$ cat src/rtl/fcl_fp_seq_pkg.sv
// fcl_fp_seq_pkg
//   Shared types and defaults for the fcl_fp sequencer.
//   Contents: sequencer state enum, default element width / PE count,
//   lane typedef, and a helper that sizes the result shift field.
//   Optional feature macro used by the top: FCL_FP_SEQ_RELU_EN.

package fcl_fp_seq_pkg;

    localparam int FP_WIDTH_DEF    = 16;
    localparam int FP_PARALLEL_DEF = 8;

    typedef enum logic [2:0] {
        S_LOAD  = 3'd0,
        S_RUN   = 3'd1,
        S_FLUSH = 3'd2,
        S_CAPT  = 3'd3,
        S_OUT   = 3'd4
    } state_t;

    typedef logic signed [FP_WIDTH_DEF-1:0] lane_t;

    // The array accumulator is 4x the element width, so the shift field
    // must be able to address any bit of it.
    function automatic int sh_width(input int fp_width);
        return $clog2(4 * fp_width);
    endfunction

    localparam int SH_W_DEF = sh_width(FP_WIDTH_DEF);

endpackage

$ cat src/rtl/fcl_fp_seq_xbuf.sv
// fcl_fp_seq_xbuf
//   Input vector buffer: DEPTH x W storage, one write port, one read port
//   with a registered (1-cycle) read result.
//   Ports:
//     clk, rst           clock, async active-low reset (read register only)
//     we, waddr, wdata   write port
//     re, raddr          read request; rdata valid the following cycle
//     rdata              registered read data

module fcl_fp_seq_xbuf #(
    parameter int W     = 16,
    parameter int DEPTH = 64,
    parameter int AW    = $clog2(DEPTH)
) (
    input  logic          clk,
    input  logic          rst,
    input  logic          we,
    input  logic [AW-1:0] waddr,
    input  logic [W-1:0]  wdata,
    input  logic          re,
    input  logic [AW-1:0] raddr,
    output logic [W-1:0]  rdata
);

    logic [W-1:0] mem [DEPTH];

    always_ff @(posedge clk) begin
        if (we) begin
            mem[waddr] <= wdata;
        end
    end

    always_ff @(posedge clk or negedge rst) begin
        if (!rst) begin
            rdata <= '0;
        end else if (re) begin
            rdata <= mem[raddr];
        end
    end

endmodule

$ cat src/rtl/fcl_fp_seq.sv
// fcl_fp_seq
//   Sequencer/driver for the fcl_fp accumulator array. Buffers one input
//   vector, replays it once per output tile while fetching weight rows,
//   drives the array's accumulate-clear, then captures and streams results.
//   Optional feature: define FCL_FP_SEQ_RELU_EN to clamp negative result
//   lanes to zero at capture.
//   Ports:
//     clk, rst                  clock, async active-low reset
//     cfg_shift                 result right-shift, latched on LOAD->RUN
//     in_valid/in_ready/in_data input element stream
//     w_ren/w_addr/w_rdata      weight memory (rdata 1 cycle after ren)
//     arr_input/arr_w/arr_clr_n/arr_shift   drive to fcl_fp
//     arr_output                results from fcl_fp
//     out_valid/out_ready/out_data/out_tile/out_last  result beats
//     busy                      high whenever not in LOAD
//
//   state | meaning
//   ------+-----------------------------------------------------------
//   LOAD  | accept IN_LEN elements into xbuf
//   RUN   | IN_LEN cycles: read xbuf[k] and weight row tile*IN_LEN+k
//   FLUSH | last element is being fed to the array
//   CAPT  | register array result (optionally ReLU-clamped)
//   OUT   | hold result beat until downstream handshake

module fcl_fp_seq
    import fcl_fp_seq_pkg::*;
#(
    parameter int FP_WIDTH    = FP_WIDTH_DEF,
    parameter int FP_PARALLEL = FP_PARALLEL_DEF,
    parameter int IN_LEN      = 64,
    parameter int N_TILES     = 4,
    parameter int SH_W        = sh_width(FP_WIDTH),
    localparam int AW         = $clog2(IN_LEN * N_TILES),
    localparam int TW         = $clog2(N_TILES) + 1,
    localparam int DW         = FP_PARALLEL * FP_WIDTH
) (
    input  logic                clk,
    input  logic                rst,
    input  logic [SH_W-1:0]     cfg_shift,
    input  logic                in_valid,
    output logic                in_ready,
    input  logic [FP_WIDTH-1:0] in_data,
    output logic                w_ren,
    output logic [AW-1:0]       w_addr,
    input  logic [DW-1:0]       w_rdata,
    output logic [FP_WIDTH-1:0] arr_input,
    output logic [DW-1:0]       arr_w,
    output logic                arr_clr_n,
    output logic [SH_W-1:0]     arr_shift,
    input  logic [DW-1:0]       arr_output,
    output logic                out_valid,
    input  logic                out_ready,
    output logic [DW-1:0]       out_data,
    output logic [TW-1:0]       out_tile,
    output logic                out_last,
    output logic                busy
);

    localparam int KW = $clog2(IN_LEN);

    state_t              state_q, state_d;
    logic [KW-1:0]       k_q;
    logic [TW-1:0]       tile_q;
    logic [SH_W-1:0]     shift_q;
    logic                feed_vld_q;
    logic                feed_first_q;
    logic [FP_WIDTH-1:0] x_rd;
    logic [DW-1:0]       cap_data;
    logic                k_last;
    logic                tile_last;
    logic                xbuf_we;
    logic                xbuf_re;

    assign k_last    = (k_q == KW'(IN_LEN - 1));
    assign tile_last = (tile_q == TW'(N_TILES - 1));
    assign xbuf_we   = (state_q == S_LOAD) && in_valid;
    assign xbuf_re   = (state_q == S_RUN);

    fcl_fp_seq_xbuf #(
        .W     (FP_WIDTH),
        .DEPTH (IN_LEN),
        .AW    (KW)
    ) u_xbuf (
        .clk   (clk),
        .rst   (rst),
        .we    (xbuf_we),
        .waddr (k_q),
        .wdata (in_data),
        .re    (xbuf_re),
        .raddr (k_q),
        .rdata (x_rd)
    );

    // The array accumulates on every clock, so outside the feed stage all
    // of its operands are forced to zero and clear is held inactive.
    assign arr_input = feed_vld_q ? x_rd    : '0;
    assign arr_w     = feed_vld_q ? w_rdata : '0;
    assign arr_clr_n = ~(feed_vld_q & feed_first_q);
    assign arr_shift = shift_q;

    assign w_addr = (state_q == S_RUN)
                    ? (AW'(tile_q) * AW'(IN_LEN) + AW'(k_q))
                    : '0;

    always_comb begin
        cap_data = arr_output;
`ifdef FCL_FP_SEQ_RELU_EN
        for (int l = 0; l < FP_PARALLEL; l++) begin
            if (arr_output[l*FP_WIDTH + FP_WIDTH - 1]) begin
                cap_data[l*FP_WIDTH +: FP_WIDTH] = '0;
            end
        end
`endif
    end

    always_ff @(posedge clk or negedge rst) begin
        if (!rst) begin
            state_q <= S_LOAD;
        end else begin
            state_q <= state_d;
        end
    end

    always_comb begin
        state_d   = state_q;
        in_ready  = 1'b0;
        w_ren     = 1'b0;
        out_valid = 1'b0;
        busy      = 1'b1;
        case (state_q)
            S_LOAD: begin
                in_ready = 1'b1;
                busy     = 1'b0;
                if (in_valid && k_last) begin
                    state_d = S_RUN;
                end
            end
            S_RUN: begin
                w_ren = 1'b1;
                if (k_last) begin
                    state_d = S_FLUSH;
                end
            end
            S_FLUSH: begin
                state_d = S_CAPT;
            end
            S_CAPT: begin
                state_d = S_OUT;
            end
            S_OUT: begin
                out_valid = 1'b1;
                if (out_ready) begin
                    state_d = tile_last ? S_LOAD : S_RUN;
                end
            end
            default: begin
                state_d = S_LOAD;
            end
        endcase
    end

    always_ff @(posedge clk or negedge rst) begin
        if (!rst) begin
            k_q          <= '0;
            tile_q       <= '0;
            shift_q      <= '0;
            feed_vld_q   <= 1'b0;
            feed_first_q <= 1'b0;
            out_data     <= '0;
            out_tile     <= '0;
            out_last     <= 1'b0;
        end else begin
            // Feed stage lags the RUN read by one cycle (xbuf and weight
            // memory both return data the cycle after the request).
            feed_vld_q   <= (state_q == S_RUN);
            feed_first_q <= (state_q == S_RUN) && (k_q == '0);
            case (state_q)
                S_LOAD: begin
                    if (in_valid) begin
                        if (k_last) begin
                            k_q     <= '0;
                            tile_q  <= '0;
                            shift_q <= cfg_shift;
                        end else begin
                            k_q <= k_q + KW'(1);
                        end
                    end
                end
                S_RUN: begin
                    k_q <= k_last ? '0 : k_q + KW'(1);
                end
                S_CAPT: begin
                    out_data <= cap_data;
                    out_tile <= tile_q;
                    out_last <= tile_last;
                end
                S_OUT: begin
                    if (out_ready) begin
                        k_q <= '0;
                        if (!tile_last) begin
                            tile_q <= tile_q + TW'(1);
                        end
                    end
                end
                default: begin
                end
            endcase
        end
    end

endmodule

$ cat config.mk
export PLATFORM = sky130hd
export DESIGN_NAME = fcl_fp_seq
export DESIGN_NICKNAME = d
export VERILOG_FILES = /design/src/rtl/fcl_fp_seq_pkg.sv /design/src/rtl/fcl_fp_seq_xbuf.sv /design/src/rtl/fcl_fp_seq.sv
export SDC_FILE = /design/constraint.sdc
export NUM_CORES = 1
export LEC_CHECK = 0
export ABC_AREA = 1
export CORE_MARGIN = 5
export CORE_UTILIZATION = 45
export CTS_BUF_LIST = sky130_fd_sc_hd__clkbuf_8
export CTS_CLUSTER_DIAMETER = 60
export CTS_CLUSTER_SIZE = 25
export DETAILED_ROUTE_END_ITERATION = 8
export PLACE_DENSITY_LB_ADDON = 0.08
export SLEW_MARGIN = 20
export SYNTH_ARGS = -nofsm -noshare
export SYNTH_HDL_FRONTEND = slang
export SYNTH_SLANG_ARGS = --single-unit
$ cat constraint.sdc
create_clock -name clk -period 2.9 [get_ports clk]
set_clock_uncertainty 0.05 [all_clocks]
set_input_delay 0.29 -clock clk [delete_from_list [all_inputs] [get_ports clk]]
set_output_delay 0.29 -clock clk [all_outputs]
set_load 0.1 [all_outputs]
Word level (Yosys, flattened, before mapping)
Memories as Yosys holds them, arrays and structs flattened. A register that Yosys moved wholly into a read port is not among the register bits. Cells that the tools add are included. Widths: inputs -> output; s select.

Eq/ne operators: 12. Bitwise logic cells: 2. Reduce and logical (&&, ||, !) cells: 12. Add/sub/neg operators: 3. Mux-type cells: 23.

Operators with widths (number): $mux 128 (1); $mux 3 (7); $mux 6 (3); $pmux 6 s3 (1); $mux 16 (1); $pmux 3 s5 (1); $ne 2x2->1 const B (5); $eq 3x2->1 const B (3); $reduce_and 3->1 (3); $add 8x6->8 (1); $mux 8 (1); $mux 1 (7); $add 6x1->6 const B (1); $eq 6x6->1 const B (1); $logic_not 6->1 (1); $pmux 3 s2 (1); $reduce_and 5->1 (1); $add 3x1->3 const B (1); $eq 3x1->1 const B (1); $eq 3x3->1 const B (1); $logic_and 1x1->1 (3); $logic_not 3->1 (1); $reduce_bool 3->1 (1); $ne 2x1->1 const B (1); 4 further kinds (4).

Output and inout port bits: 295. Memory bits (writable): 1024. Word-level logic and storage cells: 62. Bits of input ports: 282. Register bits after elaboration: 152. Memories kept: 1.

Memories: u_xbuf.mem (words 64, bits a word 16, rd ports 1, clocked after memory_dff 1, write ports 1, line fcl_fp_seq_xbuf.sv:25) `logic [W-1:0] mem [DEPTH];`.

Logic depth before layout (Yosys ltp)
Word-level depth: 4. Mapped depth: 14. Gate-level depth less buffers: 10.

By module
From an unflattened synthesis, not the netlist that was laid out.

Cells, all modules: 4232. Area, all modules: 49550.0 sq um.

Modules (own cells, without submodules): fcl_fp_seq_xbuf (area an instance 42279.3 sq um, sequential area each 31149.9 sq um, cells an instance 3505, times used 1); fcl_fp_seq (area an instance 7270.7 sq um, sequential area each 3803.6 sq um, cells an instance 727, times used 1).

Worst setup path after synthesis
Ideal clock, no wire load.

Path type: reg-to-reg. Start: register state_q[1]. End: memory u_xbuf.mem[0][0], enable pin. Arrival: 2734 ps. Buffers on the path: 0. Stages on the path, launching flop included: 6. Clock period less this slack: 3173 ps. Setup time: 389 ps. Slack: -273 ps. Required time: 2461 ps. Cell sequence: dfrtp_1 nor2_1 nand2_1 nor2_2 nand3_1 nor2_1.

Cells in the longest elaborated chain, start to end: 4.

RTL lines: from (decl) (line fcl_fp_seq.sv:61) `state_t state_q, state_d;`; from (signal assigned) (line fcl_fp_seq.sv:120) `state_q <= state_d;`; $logic_not 3->1 (line fcl_fp_seq.sv:76) `assign xbuf_we = (state_q == S_LOAD) && in_valid;`; $logic_and 1x1->1 (line fcl_fp_seq.sv:76); $mux 1 (line fcl_fp_seq_xbuf.sv:28) `if (we) begin`; $mux 1 (implied by the code) (line fcl_fp_seq_xbuf.sv:29) `mem[waddr] <= wdata;`; to (decl) (line fcl_fp_seq_xbuf.sv:25).

Every way passes these cells.

Worst setup path in the final report
Start: register feed_vld_q. End: output arr_w[47].

Cells in the longest elaborated chain, start to end: 1.

RTL lines: from (decl) (line fcl_fp_seq.sv:65) `logic feed_vld_q;`; from (signal assigned) (line fcl_fp_seq.sv:175) `feed_vld_q <= (state_q == S_RUN);`; $mux 128 (line fcl_fp_seq.sv:97) `assign arr_w = feed_vld_q ? w_rdata : '0;`; to (decl) (line fcl_fp_seq.sv:47) `output logic [DW-1:0] arr_w,`.

Every way passes these cells.

==> impl_metrics.csv <==
group,metric,value,unit
run_status,outcome,"finished clean",
worst_setup_path,r2r_end,"u_xbuf.rdata[13]",
clock_network,cts_buffers,106,
power,ir_drop,908,uV
drt,drt_iter0_markers,3804,
worst_setup_path,reg2reg_depth,12,
timing,slew_violations,0,
synthesis,seq_area_frac_synth,0.686,
timing,finalHoldViolCount,0,
floorplanning,start_util,0.453,
finish,final_cell_mix,"1,220 x nand2_1, 1,024 x edfxtp_1, 894 x inv_1",
clock_network,clk_latency,820,ps
floorplanning,rows,123,
drt,firstDrtPassIters,5,
worst_setup_path,worstPathArrival,2500,ps
synthesis,yosys.area.top_type,"edfxtp_1",
drt,ant_nets,0,
drt,wl,198,mm
worst_setup_path,reg2reg_setup_slack,160,ps
worst_setup_path,crit_fanout,37,
finish,final_common_cell,"nand2_1",
run,cap_viol_max_count,0,
global_route,grt_pass1_vias,33800,
timing,fmax,0.352,GHz
worst_hold_path,whs_path_depth,2,
power,total_power,68.0,mW
worst_hold_path,worst_hold_startpoint,"cfg_shift[1]",
finish,drive_gt1_frac,0.172,
clock_network,clockBufferDepth,3,
timing,fin_hold_ws,74.8,ps
clock_network,htreeDepth,3,
placement,portBuffers,576,
global_route,grt_overflow,0,
global_route,grt_pass1_wl,270,mm
floorplanning,die_w,346,um
worst_setup_path,startpoint,"feed_vld_q",
finish,nets,5804,
drt,drc,0,
timing,worst_pin_slew,860,ps
drt,vias_per_cell,5.07,
drt,vias,36100,
worst_setup_path,timing.rr.start,"k_q[0]",
finish,syn_to_final_growth,25.6,%
placement,gp_congestion,1.03,
timing,final.setup.tns,0,ps
synthesis,syn_avg_cell_area,10.7,um^2
synthesis,yosysUniqueCellTypes,31,
timing,max_slew_margin,0.426,
synthesis,synthTopCellsByArea,"edfxtp_1 60%, nand2_1 9.0%, dfrtp_1 8.3%, inv_1 6.6%, nand3_1 3.2%",
finish,fin_util,0.569,
worst_setup_path,crit_type,"flip-flop to output pin",
placement,dp_hpwl,146,mm
synthesis,yosysWarnings,0,
clock_network,clockRootBuffer,"clkbuf_8",
clock_network,clk_pin_slew,100,ps
worst_hold_path,hold_path_class,"input pin to flip-flop",
synthesis,syn-num-nets,5034,
placement,dp_slack,35.8,ps
worst_setup_path,cp.required,2560,ps
global_route,grt_max_degree,130,
power,p_leak,27.9,nW
synthesis,yosysTopAreaCellShare,0.604,
global_route,grt_use_total,0.322,
timing,finalSetupViolCount,0,
worst_hold_path,hold_end,"arr_shift[1]",
clock_network,clkSinkCount,1192,
timing,timing.final.ws_setup,58.1,ps
worst_setup_path,critPathCaptureType,"output pin",
drt,wl_per_cell,27.7,um
timing,rsz0062_at_grt,"false",
floorplanning,die_h,346,um
power,p_per_area,1060,nW/um^2
timing,finalCritPeriodShare,0.980,
synthesis,ys_ff_latch,1192,
global_route,antenna_found_initial,29,
floorplanning,core,112000,um^2
floorplanning,pin_count,577,
synthesis,synth_area,50900,um^2
synthesis,synthCells,4748,
worst_setup_path,start_kind,"flip-flop",
floorplanning,die_area,120000,um^2
clock_network,cts_tree,"yes",
timing,period_needed,2840,ps
[worst max-delay path by stage]
stage                                   to  slack [ps]
after floorplan                     k_q[2]          30
after global placement    u_xbuf.rdata[13]          10
after detailed placement  u_xbuf.rdata[13]          40
after CTS                        w_addr[6]         -20
after global routing      u_xbuf.rdata[15]          20
final                            arr_w[47]          60
[logic make-up (layout without fill, tap and decap cells)]
kind of cell    Yosys count  in the layout  share of synthesized area
simple gates           2008           2008                      0.160
compound gates          293            293                     0.0362
other cells               0             10                          0
fa+ha+maj                 4              4                   0.000983
buf+inv                1117           1980                     0.0867
mux                     134            134                     0.0296
flops                  1192           1192                      0.686
[worst max-delay path: stages (launching register included)]
cell     delay [ps]
dfrtp_4         480
buf_4           340
nand2_1         440
inv_1           230
buf_12          190
[cells in the mapped netlist]
master,count
o2111ai_1,1
a211oi_2,1
nand2_1,1221
o21ai_2,1
nor2_2,3
nor3_1,1
o21ai_1,45
a21oi_1,5
edfxtp_1,1024
clkinv_1,2
nor2_1,386
mux2_2,134
o211ai_1,141
or2_2,55
nand3_1,325
a21boi_2,1
or2_0,9
nand2_2,2
ha_1,4
nor3_4,1
clkbuf_1,82
buf_2,108
buf_6,2
dfrtp_1,168
o21ai_0,97
buf_4,19
a211oi_1,1
buf_1,6
nor3_2,5
inv_1,892
inv_2,6
[final cells by class]
| class | count | area (um^2) |
|---|---|---|
| Antenna cell | 10 | 25.0 |
| Clock buffer | 107 | 1470 |
| Clock inverter | 94 | 1140 |
| Fill cell | 9630 | 48500 |
| Inverter | 900 | 3390 |
| Multi-Input combinational cell | 2439 | 11700 |
| Sequential cell | 1192 | 35000 |
| Tap cell | 1500 | 1880 |
| Timing Repair Buffer | 879 | 9450 |
[layer usage]
metal | vias to the layer above | routed length (um) | global-route usage | share of wire
met5 | - | 84 | 0 | 0.00043
met4 | 12 | 16100 | 0.211 | 0.082
met3 | 332 | 13300 | 0.0562 | 0.067
met2 | 1379 | 98000 | 0.555 | 0.50
met1 | 17600 | 70000 | 0.369 | 0.35
li1 | 16800 | - | - | -
[flip-flops by register name, indices dropped and copies added, names as in the netlist]
name	flops
out_data	128
tile_q	3
state_q	3
k_q	6
u_xbuf.rdata	16
out_tile	3
feed_first_q	1
feed_vld_q	1
out_last	1
arr_shift	6
u_xbuf.mem	1024
[through the flow]
step                      std cells  instance area (um^2)
final                          7121                 64000
after global routing           7114                 64000
after CTS                      7111                 63900
after detailed placement       6829                 60500
after global placement         6829                 60500
after floorplan                4748                 51000
[power by group]
part           internal, mW  switching (mW)  leakage (nW)
sequential             20.0            1.09          11.2
combinational          8.97            26.5          15.4
clock                  4.18            7.25          1.29
[repair_timing]
| item | 4_1_cts | 5_1_grt |
|---|---|---|
| endpoints found under the setup margin | 8 | 9 |
| setup buffers | 1 | 0 |
| endpoints found under the hold margin | 614 | 0 |
| gates resized for setup | 12 | 3 |
| hold buffers | 80 | 0 |
Power figures use the tool's default switching activity.
